==> config.mk <==
export PLATFORM = sky130hd
export DESIGN_NAME = biu_bus_arbiter
export DESIGN_NICKNAME = d
export VERILOG_FILES = /design/src/rtl/biu_bus_arbiter.sv
export SDC_FILE = /design/constraint.sdc
export NUM_CORES = 1
export LEC_CHECK = 0
export ABC_AREA = 1
export BUFFER_PORTS_ARGS = -buffer_cell sky130_fd_sc_hd__buf_2
export CAP_MARGIN = 20
export CORE_ASPECT_RATIO = 0.5
export CORE_MARGIN = 1
export CORE_UTILIZATION = 30
export DETAILED_ROUTE_END_ITERATION = 10
export PLACE_DENSITY = 0.54
export SLEW_MARGIN = 30
export SYNTH_ARGS = -nofsm -noshare
export SYNTH_HDL_FRONTEND = slang
export SYNTH_SLANG_ARGS = --single-unit
export TNS_END_PERCENT = 1
==> constraint.sdc <==
create_clock -name clk -period 2.05 [get_ports clk]
set_input_delay 0.615 -clock clk [delete_from_list [all_inputs] [get_ports clk]]
set_output_delay 0.615 -clock clk [all_outputs]
set_load 0.005 [all_outputs]
==> src/rtl/biu_bus_arbiter.sv <==
// ---------------------------------------------------------------------------
// biu_bus_arbiter
//
// Shares the bus interface unit between the fetch control unit (instruction
// prefetch) and the execution unit (operand load/store). The arbiter picks a
// winner, latches that unit's op and address, and issues a single-cycle
// cs_biu strobe. It then waits for ready_bus and returns a done pulse to the
// winner. If the bus does not answer in time, the done pulse carries
// timeout_err.
//
// Handshake: a requester raises req_* and holds it, with op/addr stable, until
// its done_* pulse. The op/addr are captured only on the arbitration cycle.
// Later changes, and a request dropped mid-transaction, are ignored: the
// transaction still completes and done_* still pulses. ready_bus is only
// looked at while waiting. Every transaction runs IDLE -> ISSUE -> WAIT ->
// DONE -> IDLE, so it takes at least four cycles. A request that is still
// held is re-arbitrated in the following IDLE cycle.
//
// Ports
//   clk, reset            rising-edge clock, synchronous active-high reset
//   req/op/addr_fcu       fetch unit request, bus op, address
//   req/op/addr_eu        execution unit request, bus op, address
//   ready_bus             biu completion
//   cs_biu                one-cycle biu start strobe
//   sel_biu, addr_biu     latched op/address of the current owner
//   grant_fcu, grant_eu   ownership, ISSUE through DONE
//   done_fcu, done_eu     one-cycle completion pulses
//   timeout_err           qualifies done_* when the transaction timed out
// ---------------------------------------------------------------------------
module biu_bus_arbiter #(
   parameter int ADDR_W       = 16,
   parameter int TIMEOUT      = 15,
   parameter int STARVE_LIMIT = 4
) (
   input  logic              clk,
   input  logic              reset,
   input  logic              req_fcu,
   input  logic [1:0]        op_fcu,
   input  logic [ADDR_W-1:0] addr_fcu,
   input  logic              req_eu,
   input  logic [1:0]        op_eu,
   input  logic [ADDR_W-1:0] addr_eu,
   input  logic              ready_bus,
   output logic              cs_biu,
   output logic [1:0]        sel_biu,
   output logic [ADDR_W-1:0] addr_biu,
   output logic              grant_fcu,
   output logic              grant_eu,
   output logic              done_fcu,
   output logic              done_eu,
   output logic              timeout_err
);

   // The timer only counts up to TIMEOUT-1. The starve counter saturates at
   // STARVE_LIMIT.
   localparam int TMR_W = $clog2(TIMEOUT);
   localparam int STV_W = $clog2(STARVE_LIMIT + 1);

   typedef enum logic [1:0] {
      S_IDLE  = 2'd0,
      S_ISSUE = 2'd1,
      S_WAIT  = 2'd2,
      S_DONE  = 2'd3
   } state_t;

   state_t              state_q, state_d;
   logic [TMR_W-1:0]    timer_q, timer_d;
   logic [STV_W-1:0]    starve_q, starve_d;
   logic                cs_q, cs_d;
   logic [1:0]          sel_q, sel_d;
   logic [ADDR_W-1:0]   addr_q, addr_d;
   logic                grant_fcu_q, grant_fcu_d;
   logic                grant_eu_q, grant_eu_d;
   logic                done_fcu_q, done_fcu_d;
   logic                done_eu_q, done_eu_d;
   logic                err_q, err_d;
   logic                fcu_wins;
   logic                starved;

   always_comb begin
      state_d     = state_q;
      timer_d     = timer_q;
      starve_d    = starve_q;
      sel_d       = sel_q;
      addr_d      = addr_q;
      grant_fcu_d = grant_fcu_q;
      grant_eu_d  = grant_eu_q;
      cs_d        = 1'b0;
      done_fcu_d  = 1'b0;
      done_eu_d   = 1'b0;
      err_d       = 1'b0;
      starved     = (starve_q == STV_W'(STARVE_LIMIT));
      // EU normally has priority. FCU wins only when it is alone, or when it
      // has lost STARVE_LIMIT contested rounds in a row.
      fcu_wins    = req_fcu && (!req_eu || starved);

      case (state_q)
         S_IDLE: begin
            if (req_fcu || req_eu) begin
               state_d = S_ISSUE;
               cs_d    = 1'b1;
               if (fcu_wins) begin
                  grant_fcu_d = 1'b1;
                  sel_d       = op_fcu;
                  addr_d      = addr_fcu;
                  starve_d    = '0;
               end else begin
                  grant_eu_d = 1'b1;
                  sel_d      = op_eu;
                  addr_d     = addr_eu;
                  if (req_fcu && !starved) begin
                     starve_d = starve_q + STV_W'(1);
                  end
               end
            end
         end
         S_ISSUE: begin
            timer_d = '0;
            state_d = S_WAIT;
         end
         S_WAIT: begin
            // ready_bus takes precedence over expiry in the same cycle.
            if (ready_bus) begin
               state_d    = S_DONE;
               done_fcu_d = grant_fcu_q;
               done_eu_d  = grant_eu_q;
            end else if (timer_q == TMR_W'(TIMEOUT - 1)) begin
               state_d    = S_DONE;
               done_fcu_d = grant_fcu_q;
               done_eu_d  = grant_eu_q;
               err_d      = 1'b1;
            end else begin
               timer_d = timer_q + TMR_W'(1);
            end
         end
         S_DONE: begin
            state_d     = S_IDLE;
            grant_fcu_d = 1'b0;
            grant_eu_d  = 1'b0;
         end
         default: begin
            state_d     = S_IDLE;
            grant_fcu_d = 1'b0;
            grant_eu_d  = 1'b0;
         end
      endcase
   end

   always_ff @(posedge clk) begin
      if (reset) begin
         state_q     <= S_IDLE;
         timer_q     <= '0;
         starve_q    <= '0;
         cs_q        <= 1'b0;
         sel_q       <= '0;
         addr_q      <= '0;
         grant_fcu_q <= 1'b0;
         grant_eu_q  <= 1'b0;
         done_fcu_q  <= 1'b0;
         done_eu_q   <= 1'b0;
         err_q       <= 1'b0;
      end else begin
         state_q     <= state_d;
         timer_q     <= timer_d;
         starve_q    <= starve_d;
         cs_q        <= cs_d;
         sel_q       <= sel_d;
         addr_q      <= addr_d;
         grant_fcu_q <= grant_fcu_d;
         grant_eu_q  <= grant_eu_d;
         done_fcu_q  <= done_fcu_d;
         done_eu_q   <= done_eu_d;
         err_q       <= err_d;
      end
   end

   assign cs_biu      = cs_q;
   assign sel_biu     = sel_q;
   assign addr_biu    = addr_q;
   assign grant_fcu   = grant_fcu_q;
   assign grant_eu    = grant_eu_q;
   assign done_fcu    = done_fcu_q;
   assign done_eu     = done_eu_q;
   assign timeout_err = err_q;

endmodule

# ---- Word-level counts from Yosys, hierarchy flattened
# Index checks and enable logic that the tools add are counted.
# W data, S select, Z words.
dict set report op_classes {
  eq_ne 11
  muxes 23
  n_reduce_logical 19
  bitwise 2
  addsub 2
}
# operator count
set op_table {}
lappend op_table {{$mux W16} 1}
lappend op_table {{$reduce_and A3 Y1} 4}
lappend op_table {{$mux W1} 10}
lappend op_table {{$ne A2 B2 Y1 const B} 5}
lappend op_table {{$mux W2} 4}
lappend op_table {{$mux W4} 2}
lappend op_table {{$pmux W2 S4} 1}
lappend op_table {{$pmux W4 S2} 1}
lappend op_table {{$mux W3} 2}
lappend op_table {{$reduce_bool A2 Y1} 3}
lappend op_table {{$add A4 B1 Y4 const B} 1}
lappend op_table {{$eq A2 B2 Y1 const B} 2}
lappend op_table {{$eq A4 B4 Y1 const B} 1}
lappend op_table {{$pmux W1 S2} 2}
lappend op_table {{$reduce_and A2 Y1} 2}
lappend op_table {{$reduce_or A2 Y1} 2}
lappend op_table {{$add A3 B1 Y3 const B} 1}
lappend op_table {{$eq A3 B3 Y1 const B} 1}
lappend op_table {{$ne A3 B3 Y1 const B} 1}
lappend op_table {{$reduce_or A3 Y1} 1}
lappend op_table {{$eq A2 B1 Y1 const B} 1}
lappend op_table {{$logic_and A1 B1 Y1} 2}
lappend op_table {{$logic_not A1 Y1} 2}
lappend op_table {{$logic_not A2 Y1} 1}
lappend op_table {{other kinds (2)} 4}
dict set report word_totals {
  register_bits 33
  inputBits 41
  wordCells 68
}

# ---- Logic depth before layout (Yosys ltp)
dict set report depth {
  word_depth 6
  mapped_depth 10
}

# ---- Worst setup path after synthesis
# OpenSTA, ideal clock, no wires.
dict set report synth_timing {
  path_kind {input -> register}
  from {input req_eu}
  to {register addr_q[10] (netlist: addr_biu[10])}
  setup_slack_ns 0.578
  arrival_ns 1.355
  required_ns 1.933
  setup_time_ns 0.117
  path_stages 6
  n_path_buf 2
  cell_sequence {o21ai_4 > inv_2 > buf_6 > buf_4 > o21ai_0 > nor2_1}
}
dict set report synth_via {
  elab_chain_cells 4
  elab_cells_between_ends 6
}
# element line
set synth_lines {}
lappend synth_lines {{from (decl)} 40} ;# input logic req_eu,
lappend synth_lines {{$logic_not A1 Y1} 95} ;# fcu_wins = req_fcu && (!req_eu || starved);
lappend synth_lines {{$logic_or A1 B1 Y1} 95}
lappend synth_lines {{$logic_and A1 B1 Y1} 95}
lappend synth_lines {{$mux W16} 102} ;# if (fcu_wins) begin
lappend synth_lines {{to (signal assigned)} 168} ;# addr_q <= addr_d;
lappend synth_lines {{to (decl)} 71} ;# logic [ADDR_W-1:0] addr_q, addr_d;
# Parallel ways exist; a longest one is shown, timed or not.
# A chain may end at the register's enable or synchronous reset.

# ---- Worst setup path in the final report
dict set report layout_timing {
  from {register state_q[0]}
  to {register grant_eu_q (netlist: grant_eu)}
}
dict set report layout_via {
  elab_chain_cells 3
  elab_cells_between_ends 7
}
# element line
set layout_lines {}
lappend layout_lines {{from (decl)} 66} ;# state_t state_q, state_d;
lappend layout_lines {{from (signal assigned)} 163} ;# state_q <= state_d;
lappend layout_lines {{$logic_not A2 Y1 / $eq A2 B2 Y1 (equally long branches)} 97} ;# case (state_q)
lappend layout_lines {{$ne A2 B2 Y1 (no line) / $reduce_bool A2 Y1 (equally long branches)} --}
lappend layout_lines {{$reduce_and A3 Y1 (no line)} --}
lappend layout_lines {{to (signal assigned)} 170} ;# grant_eu_q <= grant_eu_d;
lappend layout_lines {{to (decl)} 73} ;# logic grant_eu_q, grant_eu_d;
# Parallel ways exist; a longest one is shown, timed or not.

==> results_tabular.tex <==
\begin{tabular}{lr}
\hline
Metric & Value \\
\hline
\multicolumn{2}{l}{\textbf{Setup path}} \\
\quad Startpoint Class & register \\
\quad Critical path arrival & approximately 1900 ps \\
\quad Crit Reg-Reg Startpoint & state\_q[0] \\
\quad Required time of the critical path & between 2000 and 2500 ps \\
\quad Endpoint of the most critical register-to-register path & grant\_eu \\
\quad Cells on worst reg2reg path & 7 \\
\quad Critical path capture point type & register \\
\quad Critical path fanouts, max & 29 \\
\quad R2R setup slack & $\sim$350 ps \\
\quad Worst Path Class, Setup & register to register \\
\multicolumn{2}{l}{\textbf{Route}} \\
\quad Number of antenna-violating nets in the routed design & 0 \\
\quad Highest Signal Layer & met4 \\
\quad Remaining routing DRC violations & 0 \\
\quad Routed metal-1 wirelength & 2060 um \\
\quad Number of search-and-repair iterations in the first detailed-routing pass & 4 \\
\quad Routed met2 length & roughly 1700 um \\
\quad Total length of routed met3 wires & $\sim$190 um \\
\quad Total Wirelength & about 3900 um \\
\quad Routed vias & 1,693 \\
\quad Iteration-0 DRC Markers & 55 \\
\quad Detailed-route wire length per cell & between 10 and 15 um \\
\quad Number of vias per cell & around 4.3 \\
\multicolumn{2}{l}{\textbf{Clocking}} \\
\quad Clk slew on worst S/H paths & approximately 50 ps \\
\quad H-tree levels & 2 \\
\quad Root cell of the clock tree & clkbuf\_16 \\
\quad Number of instances resized during post-cts repair & 0 \\
\quad Post-cts hold buffer count & 0 \\
\quad Clock Sink Count & 33 \\
\quad TritonCTS buffer count & 5 \\
\quad Clk\_lat worst skew & about 270 ps \\
\quad Deepest clock path buffer count & 2 \\
\quad Post-CTS repair timing setup buffer count & 0 \\
\quad CTS tree & yes \\
\multicolumn{2}{l}{\textbf{Synth}} \\
\quad Synthesis-stage register bit count & 33 \\
\quad Syn Std Cell Area & about 1700 um\^{}2 \\
\quad Share of synthesized cell area in full adder, half adder and majority cells & 5.91\% \\
\quad Synthesis Warnings & 0 \\
\quad Dominant combinational cell family by area after synthesis & simple AND/OR/NAND/NOR gates \\
\quad Synth Instances & $\sim$260 \\
\quad Count of different cell masters after synthesis & 20 \\
\quad Post-synth net total & around 300 \\
\quad Seq/Total Area, Yosys & 39.0\% \\
\quad Synthesized-area fraction occupied by ao, oa, aoi and oai cells & 12.5\% \\
\quad Fraction of the mapped netlist area in simple logic gates & 26.8\% \\
\quad Synthesized area divided by synthesized cell count & roughly 6.6 um\^{}2 \\
\quad Share of the synthesized netlist area taken by xor and xnor gates & 1.03\% \\
\quad Mux cell area share after synthesis & 0\% \\
\multicolumn{2}{l}{\textbf{STA}} \\
\quad Setup-violating endpoint count in the final report & 0 \\
\quad Max Transition Viols Final & 0 \\
\quad Setup tns final & 0 ps \\
\quad Hold violation total from the final report & 0 \\
\quad Pin slew with the least headroom to its limit & between 400 and 500 ps \\
\quad Worst-case headroom to the max-slew limit & roughly 70\% \\
\quad Tcrit/Tclk final & between 80\% and 90\% \\
\quad Worst-case clock skew & slightly above 3 ps \\
\quad Min Clock Period, post-route & about 1700 ps \\
\quad FMAX & $\sim$600 MHz \\
\quad RSZ-0062 raised after global routing & no \\
\multicolumn{2}{l}{\textbf{GRT}} \\
\quad Maximum number of pins on one net before global-route repair & 30 \\
\quad All-layer global routing usage & between 10\% and 20\% \\
\quad Wire length of the first global-routing pass & approximately 6500 um \\
\quad Antenna violations before repair & 0 \\
\quad Vias in the first global route & approximately 1,500 \\
\quad Total overflow reported by the global router & 0 \\
\multicolumn{2}{l}{\textbf{Floorplan}} \\
\quad Area of the die & a little under 6000 um\^{}2 \\
\quad Die Ht & around 55 um \\
\quad Number of placement rows & 18 \\
\quad Overall die width & between 100 and 150 um \\
\quad Io pins & 65 \\
\quad Placeable Area & 5180 um\^{}2 \\
\quad Starting density of the core & between 30\% and 40\% \\
\multicolumn{2}{l}{\textbf{Finish}} \\
\quad Commonest cells after routing, fill and taps aside & 64 x buf\_2, 52 x inv\_1, 40 x nand2\_1, 40 x nor2\_1, 33 x dfxtp\_1 \\
\quad Number of antenna diodes & 0 \\
\quad P\&R area growth vs syn & 31.0\% \\
\quad Most common cell after layout, fill and taps aside & buf\_2 \\
\quad Layout fillers & about 580 \\
\quad Share of post-route cells with drive strength above 1 & between 20\% and 30\% \\
\quad Number of nets at the end of the flow & 370 \\
\multicolumn{2}{l}{\textbf{Placed design}} \\
\quad DP Wirelength & between 3000 and 4000 um \\
\quad Port bufs & 64 \\
\quad Global placement routability congestion & between 0.7 and 0.8 \\
\multicolumn{2}{l}{\textbf{Run}} \\
\quad Max cap viols & 0 \\
\multicolumn{2}{l}{\textbf{Power}} \\
\quad Static leakage power & 1.22 nW \\
\quad Cell area power density & 1080 nW/um\^{}2 \\
\quad Final Power & approximately 2.4 mW \\
\quad Maximum VDD drop & between 300 and 400 uV \\
\multicolumn{2}{l}{\textbf{Hold path}} \\
\quad Worst hold path endpoint & done\_eu \\
\quad Worst hold path class & register to register \\
\quad Startpoint of the most critical hold path & grant\_eu \\
\quad Worst hold path stage count & 2 \\
\multicolumn{2}{l}{\textbf{Outcome}} \\
\quad Result of the run & complete, no violations \\
\hline
\end{tabular}
-- final cells by class --
type                            count  area [um^2]  area share (%)
Clock buffer                        7          143            6.43
Inverter                           54          203            9.13
Multi-Input combinational cell    160          783            35.3
Sequential cell                    33          661            29.8
Tap cell                           70         87.6            3.95
Timing Repair Buffer               67          343            15.4
-- power by group --
group | internal (mW) | leakage (nW) | switching, mW
Clock | 0.475 | 0.0700 | 0.238
Combinational | 0.310 | 0.879 | 0.483
Sequential | 0.799 | 0.271 | 0.0859
Total | 1.58 | 1.22 | 0.806
-- metrics by stage --
stage / instance area, um^2 / instances / util (%) / hold WS, ps / setup slack (ps)
2_1_floorplan: 1690 / 255 / - / 448 / 578
3_3_place_gp: 2080 / 384 / 40.1 / 453 / 304
3_5_place_dp: 2080 / 384 / 40.1 / 456 / 266
4_1_cts: 2220 / 391 / 42.9 / 465 / 319
5_1_grt: 2220 / 391 / 42.9 / 482 / 144
6_report: 2220 / 391 / 42.9 / 459 / 352
-- synth_stat cells (all sizes together) --
| library cell | count | area [um^2] |
|---|---|---|
| buf | 4 | 31.3 |
| nor2 | 40 | 150 |
| o21ai | 24 | 131 |
| nand2 | 41 | 156 |
| a21oi | 16 | 80.1 |
| dfxtp | 33 | 661 |
| nand4 | 2 | 12.5 |
| clkbuf | 4 | 16.3 |
| inv | 54 | 203 |
| xor2 | 1 | 8.76 |
| ha | 8 | 100 |
| xnor2 | 1 | 8.76 |
| nor3 | 3 | 15.0 |
| nand3 | 24 | 120 |
-- sequential cells by signal, summed over array words and instances, names as in the netlist --
| signal | cells |
|---|---|
| addr_biu | 16 |
| grant_fcu | 1 |
| timer_q | 4 |
| starve_q | 3 |
| done_fcu | 1 |
| sel_biu | 2 |
| timeout_err | 1 |
| state_q | 2 |
| cs_biu | 1 |
| grant_eu | 1 |
| done_eu | 1 |
-- worst max-delay path, stage by stage, from the launching register on --
cell     delay (ps)
dfxtp_1         320
inv_1           100
ha_1            320
o21ai_4         170
inv_2           330
nand2_1         130
a21oi_1         160
nor2_1           50
-- kinds of logic (layout without fill, tap and decap cells) --
group,count (synthesis),after routing
buffers and inverters,62,128
xor gates and xnor gates,2,2
and+or+nand+nor,110,110
DFF,33,33
AOI/OAI and AO/OA,40,40
adders and majority gates,8,8
-- metal layers --
metal | track usage, % | vias to the layer above
li1 | - | 916
met2 | 22.5 | 35
met4 | 4.05 | 0
met3 | 4.10 | 2
met5 | 0 | -
met1 | 19.2 | 740
-- worst max path at each step --
stage | from | end | slack [ps] | cells past startpoint
4_1_cts | state_q[0] | grant_eu | 320 | 7
3_5_place_dp | req_fcu | grant_eu | 270 | 6
3_3_place_gp | req_fcu | sel_biu[1] | 300 | 6
5_1_grt | state_q[0] | addr_biu[15] | 140 | 7
6_report | state_q[0] | grant_eu | 350 | 7
2_1_floorplan | req_eu | addr_biu[10] | 580 | 6
Power figures use the tool's default switching activity.
